--- src/rtl/i2c_reg_bank.sv ---
// i2c_reg_bank: I2C minion register bank with pointer byte, auto-increment and registered read prefetch.
// Optional per-register write strobes are built when I2C_REG_BANK_WSTROBE_EN is defined.
module i2c_reg_bank #(
  parameter int DATA_W = 8,
  parameter int NUM_REGS = 8,
  parameter logic [NUM_REGS-1:0] RO_MASK = NUM_REGS'(1),
  parameter logic [DATA_W-1:0] RST_VAL = '0,
  localparam int PW = $clog2(NUM_REGS)
) (
  input  logic                       clk,
  input  logic                       rst,
  input  logic                       i2c_start,
  input  logic                       i2c_stop,
  input  logic                       wr_valid,
  input  logic [DATA_W-1:0]          wr_data,
  input  logic                       rd_req,
  output logic [DATA_W-1:0]          rd_data,
  input  logic [NUM_REGS*DATA_W-1:0] status_in,
  output logic [NUM_REGS*DATA_W-1:0] regs_out,
  output logic [PW-1:0]              ptr,
  output logic                       err,
  input  logic                       err_clr,
  output logic [NUM_REGS-1:0]        wr_strobe
);
  localparam logic [1:0] S_IDLE = 2'd0;
  localparam logic [1:0] S_PTR  = 2'd1;
  localparam logic [1:0] S_DATA = 2'd2;
  localparam logic [1:0] S_BAD  = 2'd3;
  logic [1:0] state_q, state_d;
  logic [PW-1:0] ptr_q, ptr_d, ptr_inc;
  logic err_q, err_d, err_set, wr_en, ptr_ok;
  logic [DATA_W-1:0] rd_data_q, rd_data_d, rd_sel;
  logic [DATA_W-1:0] regs_q [NUM_REGS];
  logic [DATA_W-1:0] regs_d [NUM_REGS];
  logic [NUM_REGS-1:0] hit;
  assign ptr_inc = (ptr_q == PW'(NUM_REGS - 1)) ? '0 : ptr_q + PW'(1);
  assign ptr_ok = wr_data < DATA_W'(NUM_REGS);
  // stop beats start, and both swallow any coincident strobe
  always_comb begin
    state_d = state_q;
    ptr_d = ptr_q;
    err_set = 1'b0;
    wr_en = 1'b0;
    if (i2c_stop) state_d = S_IDLE;
    else if (i2c_start) state_d = S_PTR;
    else case (state_q)
      S_IDLE: ptr_d = rd_req ? ptr_inc : ptr_q;
      S_PTR: begin
        if (wr_valid) begin
          ptr_d = ptr_ok ? wr_data[PW-1:0] : ptr_q;
          state_d = ptr_ok ? S_DATA : S_BAD;
          err_set = !ptr_ok;
        end else if (rd_req) begin
          ptr_d = ptr_inc;
          state_d = S_DATA;
        end
      end
      S_DATA: begin
        wr_en = wr_valid;
        ptr_d = (wr_valid || rd_req) ? ptr_inc : ptr_q;
      end
      default: ;
    endcase
  end
  assign err_d = err_set | (err_q & ~err_clr);
  always_comb begin
    hit = '0;
    rd_sel = '0;
    for (int i = 0; i < NUM_REGS; i++) begin
      hit[i] = wr_en && ptr_q == PW'(i) && !RO_MASK[i];
      regs_d[i] = hit[i] ? wr_data : regs_q[i];
      if (ptr_q == PW'(i)) rd_sel = RO_MASK[i] ? status_in[i*DATA_W +: DATA_W] : regs_q[i];
    end
  end
  assign rd_data_d = (state_q == S_BAD) ? '1 : rd_sel;
  always_ff @(posedge clk or posedge rst) begin
    if (rst) begin
      state_q <= S_IDLE;
      ptr_q <= '0;
      err_q <= 1'b0;
      rd_data_q <= '0;
      for (int i = 0; i < NUM_REGS; i++) regs_q[i] <= RST_VAL;
    end else begin
      state_q <= state_d;
      ptr_q <= ptr_d;
      err_q <= err_d;
      rd_data_q <= rd_data_d;
      for (int i = 0; i < NUM_REGS; i++) regs_q[i] <= regs_d[i];
    end
  end
  for (genvar g = 0; g < NUM_REGS; g++) begin : g_out
    assign regs_out[g*DATA_W +: DATA_W] = RO_MASK[g] ? '0 : regs_q[g];
  end
`ifdef I2C_REG_BANK_WSTROBE_EN
  logic [NUM_REGS-1:0] wr_strobe_q;
  always_ff @(posedge clk or posedge rst) begin
    if (rst) wr_strobe_q <= '0;
    else wr_strobe_q <= hit;
  end
  assign wr_strobe = wr_strobe_q;
`else
  assign wr_strobe = '0;
`endif
  assign rd_data = rd_data_q;
  assign ptr = ptr_q;
  assign err = err_q;
endmodule
--- config.mk ---
export PLATFORM = sky130hd
export DESIGN_NAME = i2c_reg_bank
export DESIGN_NICKNAME = d
export VERILOG_FILES = /design/src/rtl/i2c_reg_bank.sv
export SDC_FILE = /design/constraint.sdc
export NUM_CORES = 1
export LEC_CHECK = 0
export CORE_MARGIN = 2
export CORE_UTILIZATION = 38
export DETAILED_ROUTE_END_ITERATION = 10
export GPL_TIMING_DRIVEN = 0
export MAX_ROUTING_LAYER = met4
export PLACE_DENSITY = 0.85
export SETUP_SLACK_MARGIN = 0.4
export SYNTH_ARGS = -nofsm -noshare
export SYNTH_HDL_FRONTEND = slang
export SYNTH_SLANG_ARGS = --single-unit
--- constraint.sdc ---
create_clock -name clk -period 2.3 [get_ports clk]
set_input_delay 0.46 -clock clk [delete_from_list [all_inputs] [get_ports clk]]
set_output_delay 0.46 -clock clk [all_outputs]
set_load 0.1 [all_outputs]
Word-level counts from Yosys, hierarchy flattened
Cells that the tools add are included.

storage, ports and cells
  register bits after elaboration = 70
  bits of input ports = 79
  output and inout bits = 84
  word-level logic and storage cells = 74

cells by class
  $add $sub $neg = 1
  $lt $le $gt $ge = 1
  equal/unequal tests = 12
  muxes and demuxes = 28
  bitwise logic cells = 5
  reduce and logical (&&, ||, !) cells = 16

operators with widths
  operator               count
  $mux W8                9
  $mux W3                5
  $eq A3 B3 Y1 const B   4
  $mux W2                5
  $pmux W3 S3            1
  $lt A8 B4 Y1 const B   1
  $mux W1                8
  $logic_and A1 B1 Y1    7
  $eq A3 B2 Y1 const B   2
  $reduce_bool A3 Y1     2
  $reduce_and A5 Y1      1
  $eq A2 B2 Y1 const B   2
  $reduce_bool A4 Y1     1
  $add A3 B1 Y3 const B  1
  $eq A3 B1 Y1 const B   1
  $logic_not A3 Y1       1
  $ne A3 B3 Y1 const B   1
  $not A1 Y1             3
  $eq A2 B1 Y1 const B   1
  $logic_not A2 Y1       1
  $ne A2 B2 Y1 const B   1
  $reduce_and A2 Y1      1
  $and A1 B1 Y1          1
  $logic_not A1 Y1       1
  other kinds (2)        2

Logic depth before layout (Yosys ltp)
  word-level depth = 10
  mapped depth = 10
  gate-level depth less buffers = 6

Worst setup path before layout
Ideal clock, no wire load.

  kind = flip-flop to flip-flop
  start point = reg ptr_q[2] (netlist: ptr[2])
  end point = reg rd_data_q[2] (netlist: rd_data[2])
  setup time = 0.096 ns
  data arrival time = 2.902 ns
  required time = 2.204 ns
  slack = -0.698 ns
  stages on the path, launching flop included = 11
  buffers on the path = 4
  clock period less this slack = 2.998 ns
  cells stage by stage = dfrtp_1 > clkbuf_1 > buf_1 > inv_1 > ha_1 > buf_2 > or2_1 > clkbuf_1 > a221oi_1 > a221oi_1 > o31ai_1

on the way
  cells in the longest elaborated chain, start to end = 10
  elaborated cells between the ends (all ways) = 17
  those cells by class = 7 x eq/ne; 9 x mux; 1 x reduce/logical

ends and longest elaborated chain
  item                      line  RTL
  start: declaration        30    logic [PW-1:0] ptr_q, ptr_d, ptr_inc;
  start signal: assignment  85    ptr_q <= ptr_d;
  $logic_not A3 Y1          72    if (ptr_q == PW'(i)) rd_sel = RO_MASK[i] ? status_in[i*DATA_W +: DATA_W] : regs_q[i];
  $mux W8 (7 in a row)      72
  $mux W8 (*)               72
  $mux W8 (*)               75    assign rd_data_d = (state_q == S_BAD) ? '1 : rd_sel;
  named net rd_data_d[2]    32    logic [DATA_W-1:0] rd_data_q, rd_data_d, rd_sel;
  end signal: assignment    87    rd_data_q <= rd_data_d;
  end: declaration          32

The timed path passes the listed nets; every way through them passes the cells marked *.
A chain may end at the register's enable or synchronous reset.

Worst setup path in the final report
  start point = reg ptr_q[1] (netlist: ptr[1])
  end point = reg rd_data_q[7] (netlist: rd_data[7])

Same word-level chain as after synthesis.

==> flow_metrics.env <==
export IMPL_initial_utilization_pct=39.3
export IMPL_globalplace_congestion=0.939
export IMPL_routed_top_layer="met4"
export IMPL_path_clk_slew_ns=0.08
export IMPL_rows=35
export IMPL_worst_clock_skew_ns=0.00847
export IMPL_endpoint_kind="flop"
export IMPL_rr_worst_depth=6
export IMPL_netlist_area_mm2=0.00363
export IMPL_n_antenna_cell=0
export IMPL_multi_input_area_mm2=0.00187
export IMPL_synth_edf_count=0
export IMPL_design_core_area_mm2=0.00924
export IMPL_num_fill_cells=683
export IMPL_r2r_slack_ns=0.20
export IMPL_root_buffer="clkbuf_8"
export IMPL_cts_sinks=70
export IMPL_cellPowerDensity_mw_per_mm2=1100
export IMPL_rsz0062_at_grt="true"
export IMPL_status="complete, no violations"
export IMPL_drtAntennaViolNets=0
export IMPL_hold_path_class="in2async"
export IMPL_port_buffers=90
export IMPL_grt_usage_pct=22.6
export IMPL_clock_latency_ns=0.36
export IMPL_avgSynthCellArea_um2=11.2
export IMPL_regArea_mm2=0.00176
export IMPL_ioPinCount=163
export IMPL_synth_top_cell_by_area="dfrtp_1"
export IMPL_yosysWarnings=0
export IMPL_viasPerCell=5.56
export IMPL_dieArea_mm2=0.0104
export IMPL_dr_wl_met2_mm=5.50
export IMPL_ys_flop_type="dfrtp_1"
export IMPL_synthArstFlopShare_pct=100
export IMPL_drive_gt1_share_pct=50.9
export IMPL_maxCapViolations=0
export IMPL_cts_hold_buf=0
export IMPL_layout_min_cycle_time_ns=2.10
export IMPL_hold_violations=0
export IMPL_wl_met1_mm=4.71
export IMPL_cts_buffers=9
export IMPL_grt_max_degree=45
export IMPL_worst_ep_arrival_time_ns=2.35
export IMPL_dr_wl_met3_mm=1.06
export IMPL_finish_utilization_pct=60.4
export IMPL_final_max_slew_viol_count=0
export IMPL_cts_tree="yes"
export IMPL_wl_mm=11.8
export IMPL_final_nets=547
export IMPL_area_growth_pct=53.5
export IMPL_synth_seq_cells=70
export IMPL_period_share_pct=91.1
export IMPL_crit_required_ns=2.56
export IMPL_die_w_um=102
export IMPL_ys_top_cells_by_area="dfrtp_1, mux2_2, a221oi_1"
export IMPL_crit_path_start_kind="flop"
export IMPL_first_pass_iters=5
export IMPL_die_h_um=102
export IMPL_slew_headroom_pct=60.2
export IMPL_critPathMaxFanout=6
export IMPL_leakage_uw=0.00251
export IMPL_timing_fmax_mhz=477
export IMPL_ys_seq_area_share_pct=48.2
export IMPL_clockBufferDepth=2
export IMPL_setup_violations=0
export IMPL_rr_startpoint="ptr[1]"
export IMPL_grt_overflow=0
export IMPL_via_count=3299
export IMPL_holdWs_ns=0.502
export IMPL_drtIter0Drc=287
export IMPL_drc=0
export IMPL_grt_antenna_before_repair=0
export IMPL_grt_pass1_wl_mm=16.9
export IMPL_worst_pin_slew_ns=0.596
export IMPL_synth_cell_type_count=45
export IMPL_grt_pass1_vias=3146
export IMPL_cts_htree_levels=3
export IMPL_synth_top_area_share_pct=48.2
export IMPL_r2r_end="rd_data[7]"
export IMPL_dpl_hpwl_mm=7.82
export IMPL_critical_path_class="reg2reg"
export IMPL_synthCells=325
export IMPL_ir_drop_v=0.000572
export IMPL_wl_per_cell_um=19.8
==> registers in the layout, summed over array words and instances, names as in the netlist <==
signal and flops:
ptr 3, state_q 2, regs_out 56, err 1
rd_data 8
==> report_power, final <==
group	switching [µW]	internal (µW)
Combinational	2290	1160
Clock	497	670
Sequential	111	1390
Total	2900	3210
==> through the flow <==
stage | cells | setup slack (ns) | TNS [ns] | instance area (µm²) | power, µW
2_1_floorplan | 340 | 0.126 | 0 | 3780 | 3580
3_3_place_gp | 559 | -0.114 | -1.88 | 4840 | 4200
3_5_place_dp | 560 | -0.166 | -3.72 | 4860 | 4270
4_1_cts | 584 | 0.194 | 0 | 5400 | 5720
5_1_grt | 593 | 0.208 | 0 | 5580 | 6290
6_report | 593 | 0.204 | 0 | 5580 | 6110
==> how the worst max path moves through the flow <==
stage | endpoint | cells past startpoint | slack [ns] | from
floorplan | rd_data[2] | 10 | 0.13 | ptr[2]
global placement | regs_out[36] | 4 | -0.11 | i2c_start
detailed placement | regs_out[46] | 6 | -0.17 | wr_valid
CTS | ptr[2] | 1 | 0.19 | ptr[2]
global route | rd_data[7] | 6 | 0.21 | ptr[1]
finish | rd_data[7] | 6 | 0.20 | ptr[1]
==> critical path, cell delays in order (launching register included) <==
cell	delay, ns
dfrtp_4	0.50
inv_1	0.13
ha_2	0.27
nor2b_2	0.36
a221oi_1	0.14
a211o_1	0.33
a32oi_1	0.26
==> routing by layer <==
metal	track usage, %	vias up
li1	-	1418
met2	34.8	243
met5	-	-
met3	3.31	48
met4	8.84	0
met1	30.3	1590
==> final cells by class <==
| cell class | instances | area share, % |
|---|---|---|
| multi-input cells | 210 | 33.6 |
| repair buffers | 108 | 20.1 |
| flip-flops and latches | 70 | 31.6 |
| plain buffers | 32 | 5.50 |
| clock buffers | 11 | 2.71 |
| well taps | 129 | 2.89 |
| clock inverters | 5 | 1.46 |
| inverters | 28 | 2.09 |
==> cells in the final DEF, fill, tap and decap left out, types with 3 or more instances in the layout <==
master	n
nor2_1	7
dfrtp_1	67
dlygate4sd2_1	4
inv_1	24
mux2_2	53
a21oi_2	5
o21ai_0	8
nand2_2	5
a31oi_1	5
clkbuf_8	13
a31o_2	5
a2bb2oi_1	3
a221oi_4	4
ha_2	3
nor2b_1	3
a221o_1	5
o31ai_1	3
conb_1	16
o21ai_2	3
a21oi_1	14
nand2_1	15
ha_1	3
a221oi_2	5
buf_4	36
o21ai_1	6
a221oi_1	5
ha_4	3
dfrtp_4	3
clkdlybuf4s50_1	16
clkdlybuf4s15_2	66
buf_6	4
==> logic make-up after synthesis <==
family | count (synthesis) | synth area share, %
and+or+nand+nor | 48 | 6.95
AOI/OAI and AO/OA | 83 | 16.9
adders and majority gates | 9 | 3.10
other | 1 | 0.103
buffers and inverters | 60 | 8.02
muxes | 54 | 16.7
DFF | 70 | 48.2
==> synth_stat cells (3+ instances only) <==
cell        n
dfrtp_1    70
mux2_2     53
inv_1      28
nand2_1    20
a21oi_1    19
buf_4      16
o21ai_0    16
a221oi_1   14
clkbuf_1    9
ha_1        9
nor2_1      7
a221o_1     5
a31o_2      5
a31oi_1     5
buf_2       5
nor2b_1     4
a2bb2oi_1   3
o31ai_1     3
==> repair_timing <==
action	CTS	global route
buffers inserted	8	9
hold endpoints to repair	0	0
setup endpoints to repair	130	58
gates resized for setup	245	37
pin swaps	7	10
Note: power is estimated with default switching activity, not from simulation.
